File: src/rtl/bcd_countdown.sv
// bcd_countdown: four-digit BCD mm:ss down-counter for the timer mode.
// Loads a start value, decrements once per tick, pulses done and holds
// the alarm for ALARM_TICKS ticks once 00:00 is reached.
// Optional feature macro: BCD_CD_AUTORELOAD_EN (restart from the last
// accepted load value when the alarm period ends).
module bcd_countdown #(
    parameter int ALARM_TICKS = 10
) (
    input  logic        clk,
    input  logic        rst_n,
    input  logic        tick,
    input  logic        load,
    input  logic [15:0] load_val,
    input  logic        start,
    input  logic        pause,
    input  logic        clear,
    output logic [3:0]  min_t,
    output logic [3:0]  min_o,
    output logic [3:0]  sec_t,
    output logic [3:0]  sec_o,
    output logic        running,
    output logic        done,
    output logic        alarm,
    output logic        load_err
);

    typedef enum logic [1:0] {
        IDLE,
        RUN,
        PAUSE,
        ALARM
    } state_t;

    localparam logic [7:0] LAST_TICK = 8'(ALARM_TICKS - 1);

    state_t      state, state_nxt;
    logic [15:0] digits, digits_nxt, dec_val;
    logic [7:0]  alarm_cnt, alarm_cnt_nxt;
    logic        done_nxt, load_err_nxt;
    logic        load_ok, is_zero, is_one, can_load;
`ifdef BCD_CD_AUTORELOAD_EN
    logic [15:0] shadow, shadow_nxt;
`endif

    assign load_ok  = (load_val[15:12] <= 4'd9) && (load_val[11:8] <= 4'd9) &&
                      (load_val[7:4]   <= 4'd5) && (load_val[3:0]  <= 4'd9);
    assign is_zero  = (digits == 16'h0000);
    assign is_one   = (digits == 16'h0001);
    assign can_load = (state == IDLE) || (state == PAUSE);

    // One-second decrement with digit-to-digit borrow (only used when value is non-zero)
    always_comb begin
        dec_val = digits;
        if (digits[3:0] != 4'd0) begin
            dec_val[3:0] = digits[3:0] - 4'd1;
        end else begin
            dec_val[3:0] = 4'd9;
            if (digits[7:4] != 4'd0) begin
                dec_val[7:4] = digits[7:4] - 4'd1;
            end else begin
                dec_val[7:4] = 4'd5;
                if (digits[11:8] != 4'd0) begin
                    dec_val[11:8] = digits[11:8] - 4'd1;
                end else begin
                    dec_val[11:8]  = 4'd9;
                    dec_val[15:12] = digits[15:12] - 4'd1;
                end
            end
        end
    end

    // Next state: commands resolved in priority order clear > load > start > pause > tick
    always_comb begin
        state_nxt     = state;
        digits_nxt    = digits;
        alarm_cnt_nxt = alarm_cnt;
        done_nxt      = 1'b0;
        load_err_nxt  = 1'b0;
`ifdef BCD_CD_AUTORELOAD_EN
        shadow_nxt    = shadow;
`endif
        if (clear) begin
            digits_nxt    = 16'h0000;
            state_nxt     = IDLE;
            alarm_cnt_nxt = 8'd0;
`ifdef BCD_CD_AUTORELOAD_EN
            shadow_nxt    = 16'h0000;
`endif
        end else if (load && can_load) begin
            if (load_ok) begin
                digits_nxt = load_val;
`ifdef BCD_CD_AUTORELOAD_EN
                shadow_nxt = load_val;
`endif
            end else begin
                load_err_nxt = 1'b1;
            end
        end else if (start && can_load) begin
            if (!is_zero) begin
                state_nxt = RUN;
            end
        end else if (pause && (state == RUN)) begin
            state_nxt = PAUSE;
        end else if (tick) begin
            case (state)
                RUN: begin
                    if (!is_zero) begin
                        digits_nxt = dec_val;
                    end
                    if (is_one) begin
                        state_nxt     = ALARM;
                        done_nxt      = 1'b1;
                        alarm_cnt_nxt = 8'd0;
                    end
                end
                ALARM: begin
                    if (alarm_cnt == LAST_TICK) begin
                        alarm_cnt_nxt = 8'd0;
`ifdef BCD_CD_AUTORELOAD_EN
                        if (shadow != 16'h0000) begin
                            digits_nxt = shadow;
                            state_nxt  = RUN;
                        end else begin
                            state_nxt  = IDLE;
                        end
`else
                        state_nxt = IDLE;
`endif
                    end else begin
                        alarm_cnt_nxt = alarm_cnt + 8'd1;
                    end
                end
                default: begin
                end
            endcase
        end
    end

    // State, digit and pulse registers with synchronous active-low reset
    always_ff @(posedge clk) begin
        if (!rst_n) begin
            state     <= IDLE;
            digits    <= 16'h0000;
            alarm_cnt <= 8'd0;
            done      <= 1'b0;
            load_err  <= 1'b0;
`ifdef BCD_CD_AUTORELOAD_EN
            shadow    <= 16'h0000;
`endif
        end else begin
            state     <= state_nxt;
            digits    <= digits_nxt;
            alarm_cnt <= alarm_cnt_nxt;
            done      <= done_nxt;
            load_err  <= load_err_nxt;
`ifdef BCD_CD_AUTORELOAD_EN
            shadow    <= shadow_nxt;
`endif
        end
    end

    assign {min_t, min_o, sec_t, sec_o} = digits;
    assign running = (state == RUN);
    assign alarm   = (state == ALARM);

endmodule

File: config.mk
export PLATFORM = sky130hd
export DESIGN_NAME = bcd_countdown
export DESIGN_NICKNAME = d
export VERILOG_FILES = /design/src/rtl/bcd_countdown.sv
export SDC_FILE = /design/constraint.sdc
export NUM_CORES = 1
export LEC_CHECK = 0
export CELL_PAD_IN_SITES_DETAIL_PLACEMENT = 0
export CELL_PAD_IN_SITES_GLOBAL_PLACEMENT = 2
export CORE_AREA = 3 3 83 85
export CTS_CLUSTER_SIZE = 28
export DETAILED_ROUTE_END_ITERATION = 12
export DIE_AREA = 0 0 86 88
export MAX_ROUTING_LAYER = met4
export PLACE_DENSITY = 0.78
export SETUP_SLACK_MARGIN = 0.4
export SLEW_MARGIN = 20
export SYNTH_ARGS = -nofsm -noshare
export SYNTH_HDL_FRONTEND = slang
export SYNTH_SLANG_ARGS = --single-unit
File: constraint.sdc
create_clock -name clk -period 2.3 [get_ports clk]
set_input_delay 0.46 -clock clk [delete_from_list [all_inputs] [get_ports clk]]
set_output_delay 0.46 -clock clk [all_outputs]
set_load 0.03 [all_outputs]
# Word level (Yosys, flattened, before mapping)
# Cells that the tools add are included.
# classes
n_addsub	5
order_cmp	4
n_eq_ne	16
mux	25
bitwise_logic	6
reduce_logical	26
# ops
op	n
2-to-1 mux 16 bit	7
2-to-1 mux 8 bit	3
AND reduction 6 bit	3
equality test 16 x 1 -> 1 bit, second input constant	1
zero test 16 bit	1
2-to-1 mux 4 bit	4
case mux 8 bit (2 select lines)	1
nonzero test 4 bit	4
subtractor 4 x 1 -> 4 bit, second input constant	4
<= comparator 4 bit, second input constant	3
2-to-1 mux 12 bit	1
2-to-1 mux 2 bit	6
inequality test 2 x 1 -> 1 bit, second input constant	5
AND reduction 9 bit	1
adder 8 x 1 -> 8 bit, second input constant	1
equality test 8 x 4 -> 1 bit, second input constant	1
inequality test 2 bit, second input constant	4
inequality test 4 x 1 -> 1 bit, second input constant	2
AND reduction 8 bit	1
AND reduction 7 bit	1
OR reduction 7 bit	1
logical AND 1 bit	6
inverter 1 bit	6
nonzero test 2 bit	3
10 further kinds	12
# word_totals
reg_bits	28
in_bits	23
out_inout_bits	20
word_cells	90

# Longest topological paths before layout
# depth
word_depth	10
depth_mapped	8
mapped_depth_nobuf	7

# Worst setup path after synthesis
# OpenSTA, ideal clock, no wires.
# synth_path
path_type	register to register
start	reg digits[12]
end	reg digits[12]
setup_time_ps	116
t_arrival_ps	1898
required_ps	2184
setup_slack_ps	285
stages_incl_launch_ff	8
path_buffers	0
synth_period_minus_slack_ps	2015
cell_sequence	dfxtp_1 -> inv_1 -> ha_1 -> nor3b_1 -> a21bo_2 -> o22ai_4 -> o21ai_0 -> a31o_2
# synth_via
elab_chain_cells	10
elab_cells_between_ends	13
cone_classes	1 x add/sub; 1 x eq/ne; 9 x mux; 2 x reduce/logical
# synth_lines
element	line	rtl
start: declaration	37	logic [15:0] digits, digits_nxt, dec_val;
start signal: assignment	152	digits <= digits_nxt;
subtractor 4 x 1 -> 4 bit	66	dec_val[15:12] = digits[15:12] - 4'd1;
2-to-1 mux 4 bit	62	if (digits[11:8] != 4'd0) begin
2-to-1 mux 8 bit	58	if (digits[7:4] != 4'd0) begin
2-to-1 mux 12 bit	54	if (digits[3:0] != 4'd0) begin
2-to-1 mux 16 bit	107	if (!is_zero) begin
2-to-1 mux 16 bit	105	case (state)
2-to-1 mux 16 bit	104	end else if (tick) begin
2-to-1 mux 16 bit	102	end else if (pause && (state == RUN)) begin
2-to-1 mux 16 bit	98	end else if (start && can_load) begin
2-to-1 mux 16 bit	89	end else if (load && can_load) begin
# Several ways; a longest one is shown, not always the timed one. The select of a mux whose other input is x is not followed.
# A chain may end at the register's enable or synchronous reset.

# Worst setup path after layout
# layout_path
start	reg digits[14]
end	out min_t[2]
# layout_lines
element	line	rtl
end: declaration	17	output logic [3:0] min_t,
# No word-level cell between the ends.

==> impl_metrics.tcl <==
set metrics [dict create \
    layout_common_cells "nand2_1 (27), buf_4 (27), dfxtp_1 (23), clkdlybuf4s50_1 (22), a21oi_1 (15)" \
    syn_avg_cell_area_sq_um 7.932 \
    clock_sinks 28 \
    rsz0062_at_grt "true" \
    yosys_register_bits 28 \
    hold_viol_final 0 \
    reg2reg_depth 8 \
    yosys.area.top_type_share_pct 32.42 \
    cp_top_family "buffers and inverters" \
    port_buffers 42 \
    synth_edf_count 0 \
    reg2reg_to "digits[6]" \
    grtUsageMet1_pct 19.84 \
    path_clk_slew_ns 0.10 \
    grt_pass1_vias 1799 \
    syn_inst 218 \
    grt-busiest-layer "met2" \
    clk_path_buf_depth 2 \
    start_kind "flip-flop" \
    post-route-util_pct 41.80 \
    nets 313 \
    ys_warn_count 0 \
    hp-class "reg -> reg" \
    critPathMaxFanout 5 \
    grt-ovfl-total 0 \
    synth_nets 245 \
    max_cap_violations 0 \
    pre_cts_slack_ns -0.01484 \
    gp_congestion 0.7900 \
    use_met3_pct 2.258 \
    vias 1885 \
    endpoint "min_t[2]" \
    power_mw 0.9869 \
    powerDensity_nw_per_um2 376.1 \
    crit_start "digits[14]" \
    drt_wl_total_mm 5.282 \
    rr_startpoint "digits[13]" \
    fin_crit_ns 1.895 \
    period_share_pct 82.39 \
    maxSlewHeadroom_pct 64.66 \
    drc_errors 0 \
    max_stage_delay_ns 0.71 \
    ys_seq_area_share_pct 32.42 \
    cp_slowest_cell "clkdlybuf4s50_1" \
    drive_gt1_share_pct 24.56 \
    clock_tree.root_cell "clkbuf_8" \
    place_inst 350 \
    yosysTopAreaCell "dfxtp_1" \
    wire_per_inst_um 14.59 \
    instances_no_fill 362 \
    clock_latency_ns 0.28 \
    die_w_um 86 \
    cp.arrival_ns 1.43 \
    worst_slew_pin_slew_ns 0.5301 \
    worst-path-stages 1 \
    grt_util_met2_pct 22.70 \
    drv_slew 0 \
    first_pass_iters 4 \
    post-dp-hpwl_mm 3.929 \
    syn_area_sq_um 1729 \
    design_area_sq_um 2624 \
    synth_cell_type_count 54 \
    drt_iter0_markers 94 \
    fin_ws_ns 0.4051 \
    outcome "finished, final reports clean" \
    num_rows 29 \
    drt.antenna.violating_nets 0 \
    ir_worst_vdd_v 0.0002581 \
    fin_skew_ns 0.006369 \
    via_per_inst 5.207 \
    leakage_nw 1.047 \
    die_h_um 88 \
    crit_chain "clkdlybuf4s50_1" \
    start_util_pct 27.55 \
    n_antenna_cell 0 \
    place_area_sq_um 2376 \
    antenna_found_initial 0 \
    die_area_sq_um 7568 \
    grt_max_degree 16 \
    critical_path_class "reg -> out" \
    cp.buffers_inverters 1 \
    cts_max_level 1 \
    grt_pass1_wl_mm 8.638 \
    track_usage_pct 14.45 \
    async_flop_share_pct 0 \
    ys.flop_type "dfxtp_1" \
    r2r_setup_slack_ns 0.44 \
    setup_viol 0 \
    syn_to_final_growth_pct 51.74 \
    cp.required_ns 1.84 \
    cts_tree "done" \
    clock.fmax_ghz 0.5277 \
    core_area_sq_um 6277 \
    num_io_pins 43 \
    synth_area_leaders "dfxtp_1 (32%), nand2_1 (5.9%), a21oi_1 (5.2%), o21ai_0 (4.6%), nand3_1 (3.5%)" \
    endpoint_kind "output pin" \
    cts_made_buffers 3 \
]
report_power, final:
group | switching [mW] | leakage [nW] | internal [mW]
clock | 0.164 | 0.0288 | 0.154
combinational | 0.0860 | 0.790 | 0.0901
sequential | 0.00501 | 0.228 | 0.488
per-layer routing:
layer | vias up | share of wire (%)
li1 | 963 | -
met1 | 885 | 50
met2 | 31 | 46
met3 | 6 | 2.5
met4 | 0 | 0.91
met5 | - | 0
synth_stat cells (all sizes together), types with 2 or more instances:
cell,number
o31ai,3
nor3,7
o211ai,6
nor4,3
a311oi,3
or3,4
nand2b,4
o21a,2
o311ai,2
and3,4
clkbuf,6
nor2b,4
nand3,12
o22ai,3
nor3b,3
dfxtp,28
nor2,14
inv,6
nor4b,2
nand2,27
mux2i,3
nand4,4
a31oi,4
ha,4
and4,2
a22oi,2
a21oi,18
o21ai,16
buf,3
worst min-delay path by stage:
stage | start | to | cells after the start
6_report | alarm_cnt[7] | alarm_cnt[7] | 1
5_1_grt | alarm_cnt[7] | alarm_cnt[7] | 1
4_1_cts | alarm_cnt[1] | alarm_cnt[1] | 2
3_5_place_dp | alarm_cnt[7] | alarm_cnt[7] | 1
3_3_place_gp | alarm_cnt[7] | alarm_cnt[7] | 1
2_1_floorplan | alarm_cnt[7] | alarm_cnt[7] | 1
cell type report:
class	count	area (sq um)
clock buffers	4	55.05
inverters	6	22.52
flip-flops and latches	28	566.8
multi-input cells	175	1229
fillers	652	3654
well taps	77	96.34
repair buffers	72	654.4
sequential cells by signal, indices dropped and copies added (netlist names):
register,count
alarm_cnt,8
digits,16
done,1
load_err,1
state,2
what timing repair did:
action | 4_1_cts | 5_1_grt
pin swaps | 4 | 13
setup buffers | 5 | 3
endpoints found under the setup margin | 23 | 24
gates resized for setup | 23 | 35
hold buffers | 0 | 0
logic make-up (layout without fill, tap and decap cells):
family / after synthesis / count (layout) / share of synthesized area, %
compound gates: 73 / 73 / 28.80
mux: 3 / 3 / 1.737
buf+inv: 15 / 82 / 3.473
simple gates: 95 / 95 / 30.68
flops: 28 / 28 / 32.42
fa+ha+maj: 4 / 4 / 2.894
metrics by stage:
step / hold slack [ns] / TNS [ns]
final: 0.4995 / 0
after CTS: 0.5032 / 0
after global routing: 0.5251 / 0
after detailed placement: 0.4846 / -0.01484
after global placement: 0.4740 / 0
after floorplan: 0.4452 / 0
No activity file was read; power rests on OpenSTA's default activity.
